File: src/rtl/freq_meas_pkg.sv
// Shared types and helpers for the frequency measurement controller.
//   - fm_state_e   : controller FSM state encoding
//   - RANGE_*      : range encodings, RANGE_AUTO selects auto-ranging
//   - MULT_R*      : count-to-frequency multipliers per range
//   - gate_len()   : range -> gate length in clk cycles
//   - range_mult() : range -> multiplier
package freq_meas_pkg;

    typedef enum logic [2:0] {
        StIdle    = 3'd0,
        StSelect  = 3'd1,
        StGate    = 3'd2,
        StCalc    = 3'd3,
        StPublish = 3'd4
    } fm_state_e;

    localparam logic [1:0] RANGE_0    = 2'd0;
    localparam logic [1:0] RANGE_1    = 2'd1;
    localparam logic [1:0] RANGE_2    = 2'd2;
    localparam logic [1:0] RANGE_AUTO = 2'd3;

    // Shorter gates see fewer edges, so the count is scaled back up.
    localparam int unsigned MULT_R0 = 1;
    localparam int unsigned MULT_R1 = 10;
    localparam int unsigned MULT_R2 = 100;

    function automatic logic [31:0] gate_len(input logic [1:0] rng,
                                             input int unsigned g0,
                                             input int unsigned g1,
                                             input int unsigned g2);
        logic [31:0] len;
        case (rng)
            RANGE_0: len = g0;
            RANGE_1: len = g1;
            RANGE_2: len = g2;
            default: len = g2;
        endcase
        return len;
    endfunction

    function automatic logic [31:0] range_mult(input logic [1:0] rng);
        logic [31:0] m;
        case (rng)
            RANGE_0: m = MULT_R0;
            RANGE_1: m = MULT_R1;
            RANGE_2: m = MULT_R2;
            default: m = MULT_R0;
        endcase
        return m;
    endfunction

endpackage

File: src/rtl/freq_edge_sync.sv
// Two-flop synchroniser followed by a rising-edge detector.
//   clk_i  : system clock
//   rst_i  : synchronous active-high reset
//   sig_i  : asynchronous input signal
//   rise_o : one-cycle pulse per synchronised rising edge
module freq_edge_sync (
    input  logic clk_i,
    input  logic rst_i,
    input  logic sig_i,
    output logic rise_o
);

    logic sync1_q;
    logic sync2_q;
    logic prev_q;

    always_ff @(posedge clk_i) begin
        if (rst_i) begin
            sync1_q <= 1'b0;
            sync2_q <= 1'b0;
            prev_q  <= 1'b0;
        end else begin
            sync1_q <= sig_i;
            sync2_q <= sync1_q;
            prev_q  <= sync2_q;
        end
    end

    assign rise_o = sync2_q & ~prev_q;

endmodule

File: src/rtl/freq_meas_ctrl.sv
// Four-channel gated frequency counter with round-robin channel scan and
// optional auto-ranging.
//   clk, rst       : system clock, synchronous active-high reset
//   enable         : keep measuring while high
//   range_sel      : 0/1/2 fixed range, 3 auto-range
//   ch_en          : channel enable mask
//   sig_in         : asynchronous signals under test
//   fre            : published frequency (count x range multiplier, saturated)
//   fre_ch         : channel of fre
//   fre_range      : range used for fre
//   fre_ovf        : edge counter saturated during the gate
//   fre_valid      : one-cycle strobe, high while the new result is presented
//   busy           : controller not idle
module freq_meas_ctrl
    import freq_meas_pkg::*;
#(
    parameter int unsigned GATE_CYC0 = 100_000_000,
    parameter int unsigned GATE_CYC1 = 10_000_000,
    parameter int unsigned GATE_CYC2 = 1_000_000,
    parameter int unsigned CNT_W     = 28,
    parameter int unsigned AUTO_LO   = 1000
) (
    input  logic        clk,
    input  logic        rst,
    input  logic        enable,
    input  logic [1:0]  range_sel,
    input  logic [3:0]  ch_en,
    input  logic [3:0]  sig_in,
    output logic [31:0] fre,
    output logic [1:0]  fre_ch,
    output logic [1:0]  fre_range,
    output logic        fre_ovf,
    output logic        fre_valid,
    output logic        busy
);

    localparam logic [CNT_W-1:0] CNT_MAX = '1;

    // Edge detection runs on every channel all the time, so switching the
    // selected channel never manufactures an edge.
    logic [3:0] edge_pulse;

    for (genvar g = 0; g < 4; g++) begin : g_sync
        freq_edge_sync u_sync (
            .clk_i  (clk),
            .rst_i  (rst),
            .sig_i  (sig_in[g]),
            .rise_o (edge_pulse[g])
        );
    end

    fm_state_e        state_q,     state_d;
    logic [1:0]       rr_ptr_q,    rr_ptr_d;
    logic [1:0]       sel_ch_q,    sel_ch_d;
    logic [1:0]       range_q,     range_d;
    logic             auto_q,      auto_d;
    logic [31:0]      timer_q,     timer_d;
    logic [CNT_W-1:0] cnt_q,       cnt_d;
    logic             ovf_q,       ovf_d;
    logic [31:0]      fre_q,       fre_d;
    logic [1:0]       fre_ch_q,    fre_ch_d;
    logic [1:0]       fre_range_q, fre_range_d;
    logic             fre_ovf_q,   fre_ovf_d;
    logic             fre_valid_q, fre_valid_d;

    // Round-robin pick: first enabled channel at or after rr_ptr_q.
    logic [1:0] next_ch;
    logic       ch_found;
    logic [1:0] cand;

    always_comb begin
        next_ch  = rr_ptr_q;
        ch_found = 1'b0;
        cand     = '0;
        for (int i = 0; i < 4; i++) begin
            cand = rr_ptr_q + 2'(i);
            if (!ch_found && ch_en[cand]) begin
                next_ch  = cand;
                ch_found = 1'b1;
            end
        end
    end

    // Scaled result, clamped to 32 bits.
    logic [31:0] cnt_ext;
    logic [63:0] prod_full;
    logic [31:0] product;

    assign cnt_ext   = 32'(cnt_q);
    assign prod_full = {32'b0, cnt_ext} * {32'b0, range_mult(range_q)};
    assign product   = (prod_full[63:32] != '0) ? 32'hFFFF_FFFF : prod_full[31:0];

    logic step_down;
    assign step_down = auto_q && (cnt_ext < AUTO_LO) && (range_q != RANGE_0) && !ovf_q;

    always_comb begin
        state_d     = state_q;
        rr_ptr_d    = rr_ptr_q;
        sel_ch_d    = sel_ch_q;
        range_d     = range_q;
        auto_d      = auto_q;
        timer_d     = timer_q;
        cnt_d       = cnt_q;
        ovf_d       = ovf_q;
        fre_d       = fre_q;
        fre_ch_d    = fre_ch_q;
        fre_range_d = fre_range_q;
        fre_ovf_d   = fre_ovf_q;
        fre_valid_d = 1'b0;

        unique case (state_q)
            StIdle: begin
                if (enable && (ch_en != '0)) begin
                    state_d = StSelect;
                end
            end

            StSelect: begin
                cnt_d = '0;
                ovf_d = 1'b0;
                if (!enable || !ch_found) begin
                    state_d = StIdle;
                end else begin
                    sel_ch_d = next_ch;
                    auto_d   = (range_sel == RANGE_AUTO);
                    // Auto mode starts on the shortest gate and steps down.
                    range_d  = (range_sel == RANGE_AUTO) ? RANGE_2 : range_sel;
                    timer_d  = gate_len(range_d, GATE_CYC0, GATE_CYC1, GATE_CYC2) - 32'd1;
                    state_d  = StGate;
                end
            end

            StGate: begin
                if (!enable) begin
                    state_d = StIdle;
                end else begin
                    if (edge_pulse[sel_ch_q]) begin
                        if (cnt_q == CNT_MAX) begin
                            ovf_d = 1'b1;
                        end else begin
                            cnt_d = cnt_q + 1'b1;
                        end
                    end
                    if (timer_q == '0) begin
                        state_d = StCalc;
                    end else begin
                        timer_d = timer_q - 32'd1;
                    end
                end
            end

            StCalc: begin
                if (!enable) begin
                    state_d = StIdle;
                end else if (step_down) begin
                    range_d = range_q - 2'd1;
                    timer_d = gate_len(range_d, GATE_CYC0, GATE_CYC1, GATE_CYC2) - 32'd1;
                    cnt_d   = '0;
                    ovf_d   = 1'b0;
                    state_d = StGate;
                end else begin
                    // Results land on this edge so they are visible during PUBLISH.
                    fre_d       = product;
                    fre_ch_d    = sel_ch_q;
                    fre_range_d = range_q;
                    fre_ovf_d   = ovf_q;
                    fre_valid_d = 1'b1;
                    rr_ptr_d    = sel_ch_q + 2'd1;
                    state_d     = StPublish;
                end
            end

            StPublish: begin
                state_d = (enable && (ch_en != '0)) ? StSelect : StIdle;
            end

            default: begin
                state_d = StIdle;
            end
        endcase
    end

    always_ff @(posedge clk) begin
        if (rst) begin
            state_q     <= StIdle;
            rr_ptr_q    <= '0;
            sel_ch_q    <= '0;
            range_q     <= '0;
            auto_q      <= 1'b0;
            timer_q     <= '0;
            cnt_q       <= '0;
            ovf_q       <= 1'b0;
            fre_q       <= '0;
            fre_ch_q    <= '0;
            fre_range_q <= '0;
            fre_ovf_q   <= 1'b0;
            fre_valid_q <= 1'b0;
        end else begin
            state_q     <= state_d;
            rr_ptr_q    <= rr_ptr_d;
            sel_ch_q    <= sel_ch_d;
            range_q     <= range_d;
            auto_q      <= auto_d;
            timer_q     <= timer_d;
            cnt_q       <= cnt_d;
            ovf_q       <= ovf_d;
            fre_q       <= fre_d;
            fre_ch_q    <= fre_ch_d;
            fre_range_q <= fre_range_d;
            fre_ovf_q   <= fre_ovf_d;
            fre_valid_q <= fre_valid_d;
        end
    end

    assign fre       = fre_q;
    assign fre_ch    = fre_ch_q;
    assign fre_range = fre_range_q;
    assign fre_ovf   = fre_ovf_q;
    assign fre_valid = fre_valid_q;
    assign busy      = (state_q != StIdle);

endmodule

File: config.mk
export PLATFORM = sky130hd
export DESIGN_NAME = freq_meas_ctrl
export DESIGN_NICKNAME = d
export VERILOG_FILES = /design/src/rtl/freq_meas_pkg.sv /design/src/rtl/freq_edge_sync.sv /design/src/rtl/freq_meas_ctrl.sv
export SDC_FILE = /design/constraint.sdc
export NUM_CORES = 1
export LEC_CHECK = 0
export CAP_MARGIN = 20
export CORE_MARGIN = 8
export CORE_UTILIZATION = 54
export CTS_BUF_LIST = sky130_fd_sc_hd__clkbuf_4 sky130_fd_sc_hd__clkbuf_8
export DETAILED_ROUTE_END_ITERATION = 7
export PLACE_DENSITY = 0.72
export REMOVE_ABC_BUFFERS = 1
export SETUP_SLACK_MARGIN = 0.15
export SLEW_MARGIN = 20
export SYNTH_ARGS = -nofsm -noshare
export SYNTH_HDL_FRONTEND = slang
export SYNTH_SLANG_ARGS = --single-unit
File: constraint.sdc
create_clock -name clk -period 7.68 [get_ports clk]
set_input_delay 2.304 -clock clk [delete_from_list [all_inputs] [get_ports clk]]
set_output_delay 2.304 -clock clk [all_outputs]
set_load 0.01 [all_outputs]
==> results.yml, run 1 <==
synthesis:
  synth_cell_types: 91
  synth_area_um2: 12200
  yosys_warnings: 0
  async_flop_share_pct: 0
  synth_seq_cells: 121
  yosys.area.top_type_share_pct: 19.8
  synth_edf_count: 0
  yosysTopAreaCell: "dfxtp_1"
  netlist_instances: 1489
  avgSynthCellArea_um2: 8.21
  synth-seq-area-share_pct: 19.8
  synth.area.top_cells: "dfxtp_1, fa_1, ha_1"
  ys_dominant_reg_cell: "dfxtp_1"
detailed_routing:
  initialDrtViolationCount: 656
  dr_total_vias: 10103
  wl_per_cell_um: 16.2
  first_pass_iters: 5
  vias_per_cell: 5.70
  drtAntennaViolNets: 0
  wirelength_mm: 28.7
  drcViolationCount: 0
setup_path:
  criticalPathCategory: "flop to flop"
  crit_fanout: 35
  arrival_ps: 7020
  cp.required_ps: 8000
  end_kind: "flop"
  start_kind: "flop"
  crit_start: "range_q[0]$_SDFFE_PP0P_"
  r2r_start: "range_q[0]$_SDFFE_PP0P_"
power:
  clkPwrFrac_pct: 36.1
  p_int_mw: 1.08
  vdd_ir_drop_max_mv: 0.113
  combPwrFrac_pct: 22.6
  p_seq_share_pct: 41.4
  p_sw_uw: 610
  leakagePower_nw: 5.79
  cellPowerDensity_nw_per_um2: 129
  p_sw_share_pct: 36.2
floorplan:
  core_um2: 22400
  start_util_pct: 54.5
  dieArea_um2: 27700
  num_rows: 55
  io_pins: 52
  die_w_um: 166
  die_height_um: 166
sta:
  finalCritPeriodShare_pct: 87.2
  final_max_slew_viol_count: 0
  relSlewSlack_pct: 28.4
  grt_setup_unrepaired: "false"
  finalSetupTns_ps: 0
  worst_pin_slew_ps: 1070
  fmax_mhz: 149
  fin_crit_ps: 6700
  hold_viol_final: 0
  setup_slack_ps: 980
  fin_skew_ps: 13.3
  setup_violations: 0
final_layout:
  fill_cells: 2039
  layout_common_cells: "inv_1, nor2_1, dfxtp_1"
  final_common_cell: "inv_1"
  finalNonFillerCells: 1772
  syn_to_final_growth_pct: 7.15
  insertedDiodeCount: 0
  drive_above_1_share_pct: 7.87
  final_nets: 1662
place:
  gp_congestion: 0.955
  hpwl_mm: 21.5
  dp_cells: 1740
  numPortBuffers: 51
  place_ws_ps: 985
clock_tree:
  ctsResizeCount: 0
  clockBufferDepth: 2
  clk_pin_slew_worst_paths_ps: 90
  cts_inserted_buffers: 17
  ctsHoldBuffers: 0
  cts_sinks: 121
  root_buffer: "clkbuf_8"
  clock_latency_ps: 470
  h-tree-depth: 4
  post-cts-setup-buffer-count: 0
  cts_tree: "yes"
flow_run:
  maxCapViolations: 0
global_route:
  grt_pass1_wl_mm: 49.1
  grt_max_degree: 53
  grt_usage_pct: 20.9
  grt_pass1_vias: 10186
  antenna_found_initial: 0
  grt-ovfl-total: 0
worst_hold_path:
  hold_path_startpoint: "g_sync[3].u_sync.sync1_q$_SDFF_PP0_"
  min_path_type: "flop to flop"
run_status:
  status: "finished, final reports clean"
-- synthesized netlist by cell type, types with 10 or more instances --
library cell,instances
inv_1,195
nor2_1,143
dfxtp_1,121
nand2_1,111
fa_1,96
ha_1,79
a21oi_1,59
o21ai_0,55
xor2_1,54
clkbuf_1,52
and2_1,40
nor3_1,34
nand2b_1,32
nand4_1,31
a211oi_2,30
nand3_1,30
xnor2_1,29
buf_2,26
and3_1,22
nor4_1,21
a211oi_1,20
a21o_1,20
nor2b_1,20
buf_6,11
o21ai_1,10
-- worst max-delay path: stages, from the launching register on --
cell and delay [ps]:
dfxtp_1 360, inv_1 140, ha_1 630, buf_4 410
nand2_1 130, fa_1 520, fa_1 490, inv_1 50
fa_1 520, inv_1 60, fa_1 530, inv_1 40
ha_1 370, a21o_1 220, a211o_1 300, o21ai_1 210
a21oi_1 160, a2111o_1 390, a211oi_1 170, and4_2 230
buf_4 420, a211oi_1 150
-- registers in the layout (all words and copies together), names as in the netlist, 2 cells and up --
| signal | cells |
|---|---|
| state_q | 3 |
| fre_range | 2 |
| fre | 32 |
| range_q | 2 |
| g_sync.u_sync.sync1_q | 4 |
| timer_q | 32 |
| fre_ch | 2 |
| cnt_q | 28 |
| g_sync.u_sync.sync2_q | 4 |
| g_sync.u_sync.prev_q | 4 |
| rr_ptr_q | 2 |
| sel_ch_q | 2 |
-- final cells by class --
type                    instances  area [um2]  area share [%]
clock buffers                  17         234            1.79
clock inverters                15         178            1.36
inverters                     195         732            5.59
multi-input cells            1079        8590            65.6
flip-flops and latches        121        2420            18.5
well taps                     285         357            2.72
repair buffers                 60         576            4.40
-- through the flow --
step           power, mW  utilization [%]  cell area, um2  hold slack [ps]
2_1_floorplan      0.968                -           11700              414
3_3_place_gp        1.08             56.5           12700              420
3_5_place_dp        1.09             56.5           12700              427
4_1_cts             1.70             58.4           13100              449
5_1_grt             1.77             58.4           13100              469
6_report            1.69             58.4           13100              442
-- layer usage --
| layer | wire, um | vias to the layer above | global-route usage [%] |
|---|---|---|---|
| li1 | - | 4990 | - |
| met1 | 13500 | 4810 | 27.5 |
| met2 | 13200 | 267 | 34.1 |
| met3 | 1480 | 36 | 3.95 |
| met4 | 516 | 0 | 7.09 |
| met5 | 0 | - | 0 |
-- worst paths after layout --
kind | to | slack, ps | cells past startpoint
setup reg to reg | fre[2]$_SDFFE_PP0P_ | 980 | 21
hold reg to reg | g_sync[3].u_sync.sync2_q$_SDFF_PP0_ | 440 | 1
hold / removal | g_sync[3].u_sync.sync2_q$_SDFF_PP0_ | 440 | 1
setup / recovery | fre[2]$_SDFFE_PP0P_ | 980 | 21
-- kinds of logic (layout without fill, tap and decap cells) --
logic type	count (synthesis)	count (layout)	synth area share [%]
AO/OA/AOI/OAI	288	288	17.4
XOR/XNOR	83	83	5.95
adder cells (fa/ha/maj)	175	175	23.8
buffers and inverters	289	287	9.91
flip-flops	121	121	19.8
multiplexers	11	11	0.952
AND/OR/NAND/NOR	522	522	22.1
-- power groups by stage --
| stage | clock (mW) | combinational [mW] | sequential [mW] |
|---|---|---|---|
| after floorplan | 0 | 0.265 | 0.703 |
| after global placement | 0 | 0.370 | 0.709 |
| after detailed placement | 0 | 0.376 | 0.711 |
| after CTS | 0.625 | 0.378 | 0.696 |
| after global routing | 0.651 | 0.419 | 0.703 |
| final | 0.608 | 0.380 | 0.697 |
No activity file was read; power rests on OpenSTA's default activity.
==> run 2, diff against run 1 <==
--- a/config.mk
+++ b/config.mk
@@ -6,10 +6,10 @@
 export NUM_CORES = 1
 export LEC_CHECK = 0
 export CAP_MARGIN = 20
-export CORE_MARGIN = 8
 export CORE_UTILIZATION = 54
 export CTS_BUF_LIST = sky130_fd_sc_hd__clkbuf_4 sky130_fd_sc_hd__clkbuf_8
 export DETAILED_ROUTE_END_ITERATION = 7
+export GPL_ROUTABILITY_DRIVEN = 0
 export PLACE_DENSITY = 0.72
 export REMOVE_ABC_BUFFERS = 1
 export SETUP_SLACK_MARGIN = 0.15
==> run 2 against run 1 <==
  * The flow now finishes with violations (DRC)
  * Critical path type unchanged
  * Flip-flop and latch count stayed put
  * Highest routed layer unchanged
  * Final area hardly changed
  * Worst hold slack hardly changed
  * Core utilization is 1.1 points higher
  * Largest power group unchanged
==> results.yml, run 2 (synthesis results as in run 1) <==
detailed_routing:
  first_pass_iters: 8
  vias_per_cell: 5.70
  wirelength_mm: 27.4
  initialDrtViolationCount: 572
  drtAntennaViolNets: 0
  drcViolationCount: 1
  wl_per_cell_um: 15.5
  dr_total_vias: 10082
final_layout:
  insertedDiodeCount: 0
  syn_to_final_growth_pct: 7.18
  final_nets: 1664
  drive_above_1_share_pct: 7.99
  final_common_cell: "inv_1"
  final_util_pct: 59.5
  layout_common_cells: "inv_1, nor2_1, dfxtp_1"
global_route:
  antenna_found_initial: 0
  grt-ovfl-total: 0
  met1_usage_pct: 33.5
  met2_usage_pct: 39.4
  use_met3_pct: 3.67
  grt_pass1_wl_mm: 46.9
  grt_pass1_vias: 9616
  grt_usage_pct: 24.4
  grt-busiest-layer: "met2"
  grt_max_degree: 61
sta:
  worst_pin_slew_ps: 1060
  hold_viol_final: 0
  fin_crit_ps: 6820
  finalCritPeriodShare_pct: 88.8
  setup_violations: 0
  relSlewSlack_pct: 29.7
  fmax_mhz: 147
  setup_slack_ps: 862
  finalSetupTns_ps: 0
  final_max_slew_viol_count: 0
  grt_setup_unrepaired: "false"
  fin_skew_ps: 22.8
power:
  p_sw_uw: 615
  cellPowerDensity_nw_per_um2: 129
  p_seq_share_pct: 41.1
  clkPwrFrac_pct: 36.4
  p_sw_share_pct: 36.4
  leakagePower_nw: 5.80
  vdd_ir_drop_max_mv: 0.101
  combPwrFrac_pct: 22.5
  p_int_mw: 1.08
floorplan:
  dieArea_um2: 23200
  num_rows: 54
  core_um2: 22000
  die_w_um: 152
  die_height_um: 152
  start_util_pct: 55.5
  io_pins: 52
clock_tree:
  clock_latency_ps: 480
  cts_inserted_buffers: 17
  post-cts-setup-buffer-count: 0
  ctsHoldBuffers: 0
  clk_pin_slew_worst_paths_ps: 90
  cts_tree: "yes"
  cts_sinks: 121
  root_buffer: "clkbuf_8"
  h-tree-depth: 4
  ctsResizeCount: 0
  clockBufferDepth: 2
setup_path:
  crit_fanout: 34
  end_kind: "flop"
  arrival_ps: 7130
  start_kind: "flop"
  criticalPathCategory: "flop to flop"
  cp.required_ps: 8000
run_status:
  status: "finished, violations left"
  violations: "DRC"
place:
  place_ws_ps: 880
  hpwl_mm: 20.5
  numPortBuffers: 51
flow_run:
  maxCapViolations: 0
worst_hold_path:
  min_path_type: "flop to flop"
-- run 2: cell type report --
type	instances	area, um2
clock buffer	17	234
fill	1979	8930
inverter	195	732
tap	280	350
clock inverter	15	173
multi-input combinational	1079	8590
sequential	121	2420
timing repair buffer	62	591
-- run 2: final timing paths --
check | startpoint | end | slack (ps) | cells past startpoint
max | range_q[0]$_SDFFE_PP0P_ | fre[2]$_SDFFE_PP0P_ | 860 | 21
min | g_sync[0].u_sync.sync1_q$_SDFF_PP0_ | g_sync[0].u_sync.sync2_q$_SDFF_PP0_ | 440 | 1
max reg2reg | range_q[0]$_SDFFE_PP0P_ | fre[2]$_SDFFE_PP0P_ | 860 | 21
min reg2reg | g_sync[0].u_sync.sync1_q$_SDFF_PP0_ | g_sync[0].u_sync.sync2_q$_SDFF_PP0_ | 440 | 1
-- run 2: metrics by stage --
stage | std cells | total power, mW | area [um2] | hold slack (ps)
detailed placement | 1737 | 1.09 | 12700 | 424
global route | 1769 | 1.78 | 13100 | 463
global placement | 1737 | 1.08 | 12700 | 419
finish | 1769 | 1.69 | 13100 | 442
CTS | 1769 | 1.71 | 13100 | 448
floorplan | 1395 | 0.968 | 11700 | 414
-- run 2: worst max-delay path: stages, from the launching register on --
cell and delay (ps):
dfxtp_1 360, inv_1 140, ha_1 880, buf_4 320, nand2_1 90, fa_1 530
fa_1 500, inv_1 50, fa_1 530, inv_1 60, fa_1 530, inv_1 40
ha_1 360, a21o_1 220, a211o_1 310, o21ai_1 220, a21oi_1 150, a2111o_1 380
a211oi_1 170, and4_2 410, buf_4 310, a211oi_1 110
-- run 2: layer usage --
layer	wire [um]	vias to the layer above	part of all wire (%)
met5	0	-	0
met4	580	0	2.1
met3	1230	50	4.5
met2	12600	276	46
met1	13100	4763	48
li1	-	4993	-
-- run 2: power by group through the flow --
stage	sequential, mW	combinational, mW	clock (mW)
2_1_floorplan	0.703	0.265	0
3_3_place_gp	0.709	0.374	0
3_5_place_dp	0.710	0.379	0
4_1_cts	0.695	0.381	0.630
5_1_grt	0.702	0.421	0.659
6_report	0.696	0.381	0.616
==> run 3, diff against run 2 <==
--- a/config.mk
+++ b/config.mk
@@ -6,10 +6,12 @@
 export NUM_CORES = 1
 export LEC_CHECK = 0
 export CAP_MARGIN = 20
+export CORE_ASPECT_RATIO = 0.7
 export CORE_UTILIZATION = 54
 export CTS_BUF_LIST = sky130_fd_sc_hd__clkbuf_4 sky130_fd_sc_hd__clkbuf_8
 export DETAILED_ROUTE_END_ITERATION = 7
 export GPL_ROUTABILITY_DRIVEN = 0
+export MAX_ROUTING_LAYER = met4
 export PLACE_DENSITY = 0.72
 export REMOVE_ABC_BUFFERS = 1
 export SETUP_SLACK_MARGIN = 0.15
==> run 3 against run 2 <==
  * The run now ends clean
  * Sequential share of layout area about the same
  * Setup slack lost 110 ps
  * First-iteration DRC count is 72% higher
  * Sequential power barely moved
  * Maximum frequency decreased by 1.6%
  * Cell count did not move
  * Final area is 0.11% lower
  * Core utilization up 0.12 points
  * Critical path depth unchanged
  * Global-route usage rose by 2.3 points
  * Combinational power increased by 3%
  * Routed wire length up 5.8%
  * Critical endpoint is now fre[1]$_SDFFE_PP0P_
==> results.yml, run 3 (synthesis results as in run 1) <==
run_status:
  status: "finished, final reports clean"
detailed_routing:
  drtAntennaViolNets: 0
  drcViolationCount: 0
  vias_per_cell: 5.84
  wl_per_cell_um: 16.4
  wirelength_mm: 29.0
  dr_total_vias: 10334
  first_pass_iters: 5
  initialDrtViolationCount: 982
global_route:
  antenna_found_initial: 0
  grt_usage_pct: 26.7
  grt-ovfl-total: 0
  grt_pass1_vias: 9654
  grt_max_degree: 55
  grt_pass1_wl_mm: 48.3
clock_tree:
  cts_sinks: 121
  post-cts-setup-buffer-count: 0
  ctsHoldBuffers: 0
  ctsResizeCount: 0
  clock_latency_ps: 480
  cts_tree: "yes"
  cts_inserted_buffers: 17
  h-tree-depth: 4
  clockBufferDepth: 2
  root_buffer: "clkbuf_8"
  clk_pin_slew_worst_paths_ps: 80
setup_path:
  end_kind: "flop"
  crit_path_max_incr_delay_ps: 660
  cp.buffers_inverters: 6
  criticalPathCategory: "flop to flop"
  start_kind: "flop"
  crit_chain: "inv_1, ha_1, buf_4, nand2_1, fa_1, inv_1, fa_1, fa_1, inv_1, fa_1, inv_1, ha_1, and3_1, a221oi_1, nand4bb_1, a21oi_2, nor2_1, a211oi_1, and4_2, buf_4, a211oi_1"
  crit_fanout: 36
  crit_slowest_cell: "ha_1"
  crit_family: "adder cells"
  cp.required_ps: 8010
  arrival_ps: 7260
final_layout:
  finalNonFillerCells: 1769
  seqCellArea_um2: 2420
  final_cell_area_um2: 13100
  drive_above_1_share_pct: 7.94
  multiInputGateArea_um2: 8600
  final_nets: 1662
  final_util_pct: 59.6
  final_common_cell: "inv_1"
  fill_cells: 1957
  insertedDiodeCount: 0
  layout_common_cells: "inv_1, nor2_1, dfxtp_1"
  syn_to_final_growth_pct: 7.07
sta:
  finalCritPeriodShare_pct: 90.2
  setup_slack_ps: 752
  relSlewSlack_pct: 28.9
  holdWs_ps: 438
  final_max_slew_viol_count: 0
  fin_crit_ps: 6930
  setup_violations: 0
  grt_setup_unrepaired: "false"
  hold_viol_final: 0
  fin_skew_ps: 12.4
  worst_pin_slew_ps: 1070
  finalSetupTns_ps: 0
  fmax_mhz: 144
floorplan:
  die_height_um: 128
  die_w_um: 182
  num_rows: 45
  io_pins: 52
  core_um2: 22000
  dieArea_um2: 23200
  start_util_pct: 55.6
place:
  place_area_um2: 12700
  numPortBuffers: 51
  dp_cells: 1737
  hpwl_mm: 21.8
  place_ws_ps: 890
power:
  p_sw_share_pct: 35.4
  leakagePower_nw: 5.78
  p_sw_uw: 600
  p_total_mw: 1.70
  cellPowerDensity_nw_per_um2: 130
  combPwrFrac_pct: 23.1
  vdd_ir_drop_max_mv: 0.0991
  clkPwrFrac_pct: 35.8
  p_int_mw: 1.10
  p_seq_share_pct: 41.1
flow_run:
  maxCapViolations: 0
worst_hold_path:
  min_path_type: "flop to flop"
-- run 3: worst min-delay path: stages (launching register included) --
cell	delay, ps
dfxtp_1	300
inv_1	60
nor2_1	40
-- run 3: area by class of cell --
type | instances | area share, %
Timing Repair Buffer | 60 | 4.40
Clock inverter | 15 | 1.29
Inverter | 195 | 5.60
Clock buffer | 17 | 1.79
Multi-Input combinational cell | 1079 | 65.7
Tap cell | 282 | 2.70
Sequential cell | 121 | 18.5
-- run 3: power groups by stage --
stage	clock network, mW	logic, mW	registers [mW]
2_1_floorplan	0	0.265	0.703
3_3_place_gp	0	0.374	0.710
3_5_place_dp	0	0.382	0.711
4_1_cts	0.623	0.384	0.697
5_1_grt	0.647	0.429	0.703
6_report	0.607	0.391	0.698
-- run 3: final timing paths --
kind / start / end / slack [ps] / cells past startpoint
max reg2reg: range_q[0]$_SDFFE_PP0P_ / fre[1]$_SDFFE_PP0P_ / 750 / 21
min: g_sync[0].u_sync.sync2_q$_SDFF_PP0_ / g_sync[0].u_sync.prev_q$_SDFF_PP0_ / 440 / 2
min reg2reg: g_sync[0].u_sync.sync2_q$_SDFF_PP0_ / g_sync[0].u_sync.prev_q$_SDFF_PP0_ / 440 / 2
max: range_q[0]$_SDFFE_PP0P_ / fre[1]$_SDFFE_PP0P_ / 750 / 21
-- run 3: layer usage --
layer | GRT usage (%) | vias up | part of all wire (%)
li1 | - | 4974 | -
met1 | 38.9 | 4952 | 49
met2 | 37.0 | 369 | 42
met3 | 5.65 | 39 | 7.7
met4 | 7.18 | 0 | 1.5
met5 | - | - | 0
